## config.mk

```make
export PLATFORM = sky130hd
export DESIGN_NAME = dmem_arbiter
export DESIGN_NICKNAME = d
export VERILOG_FILES = /design/src/rtl/dmem_pkg.sv /design/src/rtl/dmem_arbiter_rr_arb2.sv /design/src/rtl/dmem_arbiter.sv
export SDC_FILE = /design/constraint.sdc
export NUM_CORES = 1
export LEC_CHECK = 0
export CAP_MARGIN = 5
export CELL_PAD_IN_SITES_DETAIL_PLACEMENT = 0
export CELL_PAD_IN_SITES_GLOBAL_PLACEMENT = 1
export CORE_MARGIN = 3
export CORE_UTILIZATION = 23
export CTS_CLUSTER_SIZE = 25
export DETAILED_ROUTE_END_ITERATION = 7
export PLACE_DENSITY = 0.8
export REMOVE_ABC_BUFFERS = 1
export SETUP_SLACK_MARGIN = 0.3
export SYNTH_ARGS = -nofsm -noshare
export SYNTH_HDL_FRONTEND = slang
export SYNTH_SLANG_ARGS = --single-unit
```

## constraint.sdc

```tcl
create_clock -name clk -period 2.5 [get_ports clk]
set_input_delay 0.375 -clock clk [delete_from_list [all_inputs] [get_ports clk]]
set_output_delay 0.375 -clock clk [all_outputs]
set_load 0.01 [all_outputs]
```

## src/rtl/dmem_pkg.sv

```systemverilog
// dmem_pkg: shared constants and types for the data-memory arbiter.
//   ADDR_W / DATA_W : byte-address and data widths (9, 32)
//   WID_*           : access-width codes carried on req_width / mem_width_sel
//   state_t         : response-slot state (IDLE = nothing due, RESP = due now)
//   req_legal()     : legality check for a request (width code, store/unsigned
//                     combination, natural alignment)
package dmem_pkg;

  localparam int ADDR_W = 9;
  localparam int DATA_W = 32;

  localparam logic [2:0] WID_B  = 3'b000;
  localparam logic [2:0] WID_H  = 3'b001;
  localparam logic [2:0] WID_W  = 3'b010;
  localparam logic [2:0] WID_BU = 3'b011;
  localparam logic [2:0] WID_HU = 3'b100;

  typedef enum logic {
    IDLE = 1'b0,
    RESP = 1'b1
  } state_t;

  // Only the two low address bits matter for alignment; upper bits are
  // passed straight to memory without any range check.
  function automatic logic req_legal(input logic       we,
                                     input logic [2:0] width,
                                     input logic [1:0] addr_lo);
    logic ok;
    ok = 1'b0;
    case (width)
      WID_B:   ok = 1'b1;
      WID_BU:  ok = ~we;                       // unsigned codes are load-only
      WID_H:   ok = ~addr_lo[0];
      WID_HU:  ok = ~we & ~addr_lo[0];
      WID_W:   ok = (addr_lo == 2'b00);
      default: ok = 1'b0;                      // 101..111 are undefined
    endcase
    return ok;
  endfunction

endpackage

```

## src/rtl/dmem_arbiter_rr_arb2.sv

```systemverilog
// rr_arb2: two-way round-robin arbiter.
//   clk, rst : clock and synchronous active-high reset
//   req[1:0] : request lines
//   advance  : a grant was taken this cycle; move the last-grant pointer
//   gnt[1:0] : one-hot grant (combinational from req and pointer)
// After reset the pointer names port 1, so port 0 wins the first contention.
module rr_arb2 (
  input  logic       clk,
  input  logic       rst,
  input  logic [1:0] req,
  input  logic       advance,
  output logic [1:0] gnt
);

  logic r_last;   // index of the port granted most recently

  always_comb begin
    gnt = req;
    if (req == 2'b11) begin
      gnt = r_last ? 2'b01 : 2'b10;
    end
  end

  always_ff @(posedge clk) begin
    if (rst) begin
      r_last <= 1'b1;
    end else if (advance) begin
      r_last <= gnt[1];
    end
  end

endmodule

```

## src/rtl/dmem_arbiter.sv

```systemverilog
// dmem_arbiter: shares one single-port data memory between two requesters.
//   clk, rst            : clock, synchronous active-high reset
//   pN_req_*            : request channel (valid/ready, we, width, addr, wdata)
//   pN_resp_*           : one-cycle response pulse with rdata and err
//   mem_we/mem_re       : memory strobes, driven in the accept cycle
//   mem_width_sel/addr/wdata : memory command fields; hold when idle
//   mem_rdata           : load result, valid the cycle after mem_re
// Every accepted request is answered exactly one cycle later. Illegal
// requests are accepted but never reach memory; they answer with err=1.
module dmem_arbiter
  import dmem_pkg::*;
(
  input  logic              clk,
  input  logic              rst,

  input  logic              p0_req_valid,
  output logic              p0_req_ready,
  input  logic              p0_req_we,
  input  logic [2:0]        p0_req_width,
  input  logic [ADDR_W-1:0] p0_req_addr,
  input  logic [DATA_W-1:0] p0_req_wdata,
  output logic              p0_resp_valid,
  output logic [DATA_W-1:0] p0_resp_rdata,
  output logic              p0_resp_err,

  input  logic              p1_req_valid,
  output logic              p1_req_ready,
  input  logic              p1_req_we,
  input  logic [2:0]        p1_req_width,
  input  logic [ADDR_W-1:0] p1_req_addr,
  input  logic [DATA_W-1:0] p1_req_wdata,
  output logic              p1_resp_valid,
  output logic [DATA_W-1:0] p1_resp_rdata,
  output logic              p1_resp_err,

  output logic              mem_we,
  output logic              mem_re,
  output logic [2:0]        mem_width_sel,
  output logic [ADDR_W-1:0] mem_addr,
  output logic [DATA_W-1:0] mem_wdata,
  input  logic [DATA_W-1:0] mem_rdata
);

  logic [1:0]        w_req;
  logic [1:0]        w_gnt;
  logic              w_accept;
  logic              w_sel;
  logic              w_we;
  logic [2:0]        w_width;
  logic [ADDR_W-1:0] w_addr;
  logic [DATA_W-1:0] w_wdata;
  logic              w_legal;
  logic              w_issue;
  logic              w_resp_due;

  state_t            r_state;
  state_t            w_state_next;
  logic              r_slot_port;
  logic              r_slot_load;
  logic              r_slot_err;
  logic [2:0]        r_mem_width;
  logic [ADDR_W-1:0] r_mem_addr;
  logic [DATA_W-1:0] r_mem_wdata;

  // Masking requests during reset keeps ready low and the pointer frozen.
  assign w_req = {p1_req_valid, p0_req_valid} & {2{~rst}};

  rr_arb2 u_rr_arb2 (
    .clk     (clk),
    .rst     (rst),
    .req     (w_req),
    .advance (w_accept),
    .gnt     (w_gnt)
  );

  assign w_accept     = |w_gnt;
  assign w_sel        = w_gnt[1];
  assign p0_req_ready = w_gnt[0];
  assign p1_req_ready = w_gnt[1];

  assign w_we    = w_sel ? p1_req_we    : p0_req_we;
  assign w_width = w_sel ? p1_req_width : p0_req_width;
  assign w_addr  = w_sel ? p1_req_addr  : p0_req_addr;
  assign w_wdata = w_sel ? p1_req_wdata : p0_req_wdata;

  assign w_legal = req_legal(w_we, w_width, w_addr[1:0]);
  assign w_issue = w_accept & w_legal;

  assign mem_we = w_issue & w_we;
  assign mem_re = w_issue & ~w_we;

  // Command fields follow the granted port only when something is issued;
  // otherwise the last issued command is held. Forced to 0 while in reset
  // so the very first reset cycle is already clean.
  assign mem_width_sel = rst ? 3'b000         : (w_issue ? w_width : r_mem_width);
  assign mem_addr      = rst ? '0             : (w_issue ? w_addr  : r_mem_addr);
  assign mem_wdata     = rst ? '0             : (w_issue ? w_wdata : r_mem_wdata);

  always_ff @(posedge clk) begin
    if (rst) begin
      r_state     <= IDLE;
      r_slot_port <= 1'b0;
      r_slot_load <= 1'b0;
      r_slot_err  <= 1'b0;
      r_mem_width <= 3'b000;
      r_mem_addr  <= '0;
      r_mem_wdata <= '0;
    end else begin
      r_state <= w_state_next;
      if (w_accept) begin
        r_slot_port <= w_sel;
        r_slot_load <= ~w_we;
        r_slot_err  <= ~w_legal;
      end
      if (w_issue) begin
        r_mem_width <= w_width;
        r_mem_addr  <= w_addr;
        r_mem_wdata <= w_wdata;
      end
    end
  end

  // Next state and response outputs. A response due this cycle never blocks
  // a new accept, so RESP simply stays RESP when another request lands.
  always_comb begin
    w_state_next  = r_state;
    p0_resp_valid = 1'b0;
    p0_resp_err   = 1'b0;
    p0_resp_rdata = '0;
    p1_resp_valid = 1'b0;
    p1_resp_err   = 1'b0;
    p1_resp_rdata = '0;

    case (r_state)
      IDLE:    w_state_next = w_accept ? RESP : IDLE;
      RESP:    w_state_next = w_accept ? RESP : IDLE;
      default: w_state_next = IDLE;
    endcase

    w_resp_due = (r_state == RESP) & ~rst;
    if (w_resp_due) begin
      if (r_slot_port) begin
        p1_resp_valid = 1'b1;
        p1_resp_err   = r_slot_err;
        p1_resp_rdata = (r_slot_load & ~r_slot_err) ? mem_rdata : '0;
      end else begin
        p0_resp_valid = 1'b1;
        p0_resp_err   = r_slot_err;
        p0_resp_rdata = (r_slot_load & ~r_slot_err) ? mem_rdata : '0;
      end
    end
  end

endmodule

```

==> results.cfg <==
[pwr]
swShare = 0.297
switchingPower_mw = 0.745
p_leak_nw = 3.37
p_seq_frac = 0.349
power_density_nw_per_um2 = 377
irDropWorstVdd_mv = 0.254
intPower_mw = 1.76
p_clk_frac = 0.284
pwr-share-comb = 0.368

[clock_network]
ctsHtreeMaxLevel = 2
clk-insertion-delay-late_ns = 0.29
clock-sinks = 49
cts_root_buf = clkbuf_16
cts_buffer_depth = 2
ctsHoldBuffers = 0
cts_tree = yes
clkTransAtPathRegs_ns = 0.07
cts-buffers-inserted = 5

[run]
max_cap_viol_count = 0

[synth]
avgSynthCellArea_sq_um = 9.22
netlist_area_sq_um = 3120
ys_seq_elements = 49
yosysWarnings = 0
syn_inst = 338
async_flop_share = 0
ys.flop_type = dfxtp_1
seq_area_frac_synth = 0.315
synth_edf_count = 0
synth_cell_types = 35

[drt]
drc_errors = 0
num_vias = 3856
postRouteAntennaNets = 0
wl_per_cell_um = 18.9
vias_per_cell = 4.83
wirelength_mm = 15.1
first_pass_iters = 4
drtIter0Drc = 94

[cells_and_area]
layout_commonest_cell = clkdlybuf4s50_1
antennaDiodeCount = 0
nNetsFinal = 751
area_delta_synth_final_pct = 113
final_cell_mix = 115 x clkdlybuf4s50_1, 66 x buf_2, 64 x and3_1
finalNonFillerCells = 798
drive_gt1_frac = 0.391
stdcell_area_sq_um = 6640

[worst_setup_path]
crit_path_start = u_rr_arb2.r_last
r2r_slack_ns = 0.23
slowest_delay_ns = 0.45
path_cells = a21bo_4, or4_4, a41oi_4, buf_6, buf_12, clkbuf_16, nor3_4, a211oi_2, buf_2
crit_path_end_kind = primary output
rr_startpoint = u_rr_arb2.r_last
critPathSlowestCell = or4_4
path_max_fanout = 4
critPathRequiredTime_ns = 2.12
start_kind = register
r2r_end = r_mem_wdata[25]
path_class = register to primary output
r2r_cells = 10
endpoint = mem_wdata[17]
cp.arrival_ns = 2.37

[timing]
rsz0062_at_grt = yes
fmax_ghz = 0.365
fin_skew_ns = 0.00909
slew_headroom = 0.535
fin_crit_ns = 2.74
drv_slew = 0
max_slew.worst_pin.slew_ns = 0.698
post-route-period-util = 1.10
finalSetupViolations = 45
fin_ws_ns = -0.242
whs_ns = 0.402
report.final.hold_viol_count = 0
fin_setup_tns_ns = -8.81

[placement]
dpl.cell_count = 753
place_ws_ns = -0.999
portBuffers = 241
gp_congestion = 0.757
hpwl_mm = 10.1
dpl_cell_area_sq_um = 5930

[die]
die-area_sq_um = 15000
start_util = 0.241
rows = 41
design.core.area_sq_um = 12900
pin_count = 242
die_w_um = 122
die_h_um = 122

[global_routing]
grt_max_degree = 65
grt_overflow = 0
track_usage = 0.187
grt_pass1_wl_mm = 21.7
grt_antenna_before_repair = 0
grt_pass1_vias = 3895

[min_path]
hp-class = input port to register
holdCritStartpoint = rst

[status]
status = complete, but fails checks
violations = setup timing
## cells by family (layout without fill, tap and decap cells)
logic type,Yosys count,after routing,share of synthesized area
AO/OA/AOI/OAI,64,64,0.226
AND/OR/NAND/NOR,140,140,0.253
flip-flops,49,49,0.315
multiplexers,42,42,0.135
buffers and inverters,43,331,0.0711
## worst max-delay path, delay by kind of cell, from the launching register on
| kind | cells | cell delay, ns |
|---|---|---|
| buffers and inverters | 4 | 0.56 |
| and+or+nand+nor | 2 | 0.49 |
| DFF | 1 | 0.36 |
| AOI/OAI and AO/OA | 3 | 0.66 |
## metrics by stage
stage	total power, mW	utilization
3_5_place_dp	1.69	0.459
4_1_cts	2.46	0.488
5_1_grt	2.63	0.514
2_1_floorplan	1.20	-
3_3_place_gp	1.68	0.459
6_report	2.51	0.514
## routing by layer
metal | global-route usage | share of wire | vias up
li1 | - | - | 1859
met1 | 0.194 | 0.36 | 1797
met2 | 0.357 | 0.53 | 184
met3 | 0.0516 | 0.087 | 16
met4 | 0.0644 | 0.022 | 0
met5 | 0 | 0 | -
## what timing repair did
item                                    4_1_cts  5_1_grt
pin swaps                                    25       27
cloned                                        9        4
endpoints found under the setup margin      158       52
gates resized for setup                     387       40
buffers inserted                             18        6
## registers in the layout, summed over array words and instances (netlist names)
| name | flops |
|---|---|
| r_mem_wdata | 32 |
| r_mem_addr | 9 |
| r_mem_width | 3 |
| r_slot_err | 1 |
| r_slot_load | 1 |
| r_slot_port | 1 |
| r_state | 1 |
| u_rr_arb2.r_last | 1 |
## synthesized netlist by cell type (5+ instances only)
cell type	count	area, sq um
nor3_1	45	225
nand2_1	9	33.8
buf_6	5	56.3
inv_1	6	22.5
a211oi_2	40	500
nor2_1	9	33.8
a21oi_1	6	30.0
dfxtp_1	49	981
clkbuf_1	20	75.1
buf_2	6	30.0
and3_1	66	413
mux2i_1	42	420
## layout make-up
cell class              count  area, sq um
clock buffers               6          139
flip-flops and latches     49          985
fillers                  1265         6280
clock inverters             2         13.8
multi-input cells         246         2240
inverters                   6         25.0
repair buffers            317         3020
well taps                 172          215
## worst min path at each step
| stage | end | slack, ns | cells after the start |
|---|---|---|---|
| floorplan | r_slot_load | 0.44 | 2 |
| detailed placement | r_slot_load | 0.50 | 2 |
| global route | r_mem_width[0] | 0.41 | 3 |
| finish | r_mem_width[0] | 0.40 | 3 |
| CTS | r_mem_width[0] | 0.41 | 3 |
| global placement | r_slot_load | 0.49 | 2 |
## power groups by stage
stage,Combinational [mW],Sequential (mW),Clock [mW]
4_1_cts,0.861,0.867,0.730
5_1_grt,0.989,0.880,0.757
2_1_floorplan,0.322,0.876,0
3_3_place_gp,0.799,0.880,0
6_report,0.921,0.874,0.710
3_5_place_dp,0.807,0.883,0
(Power assumes the default switching activity.)
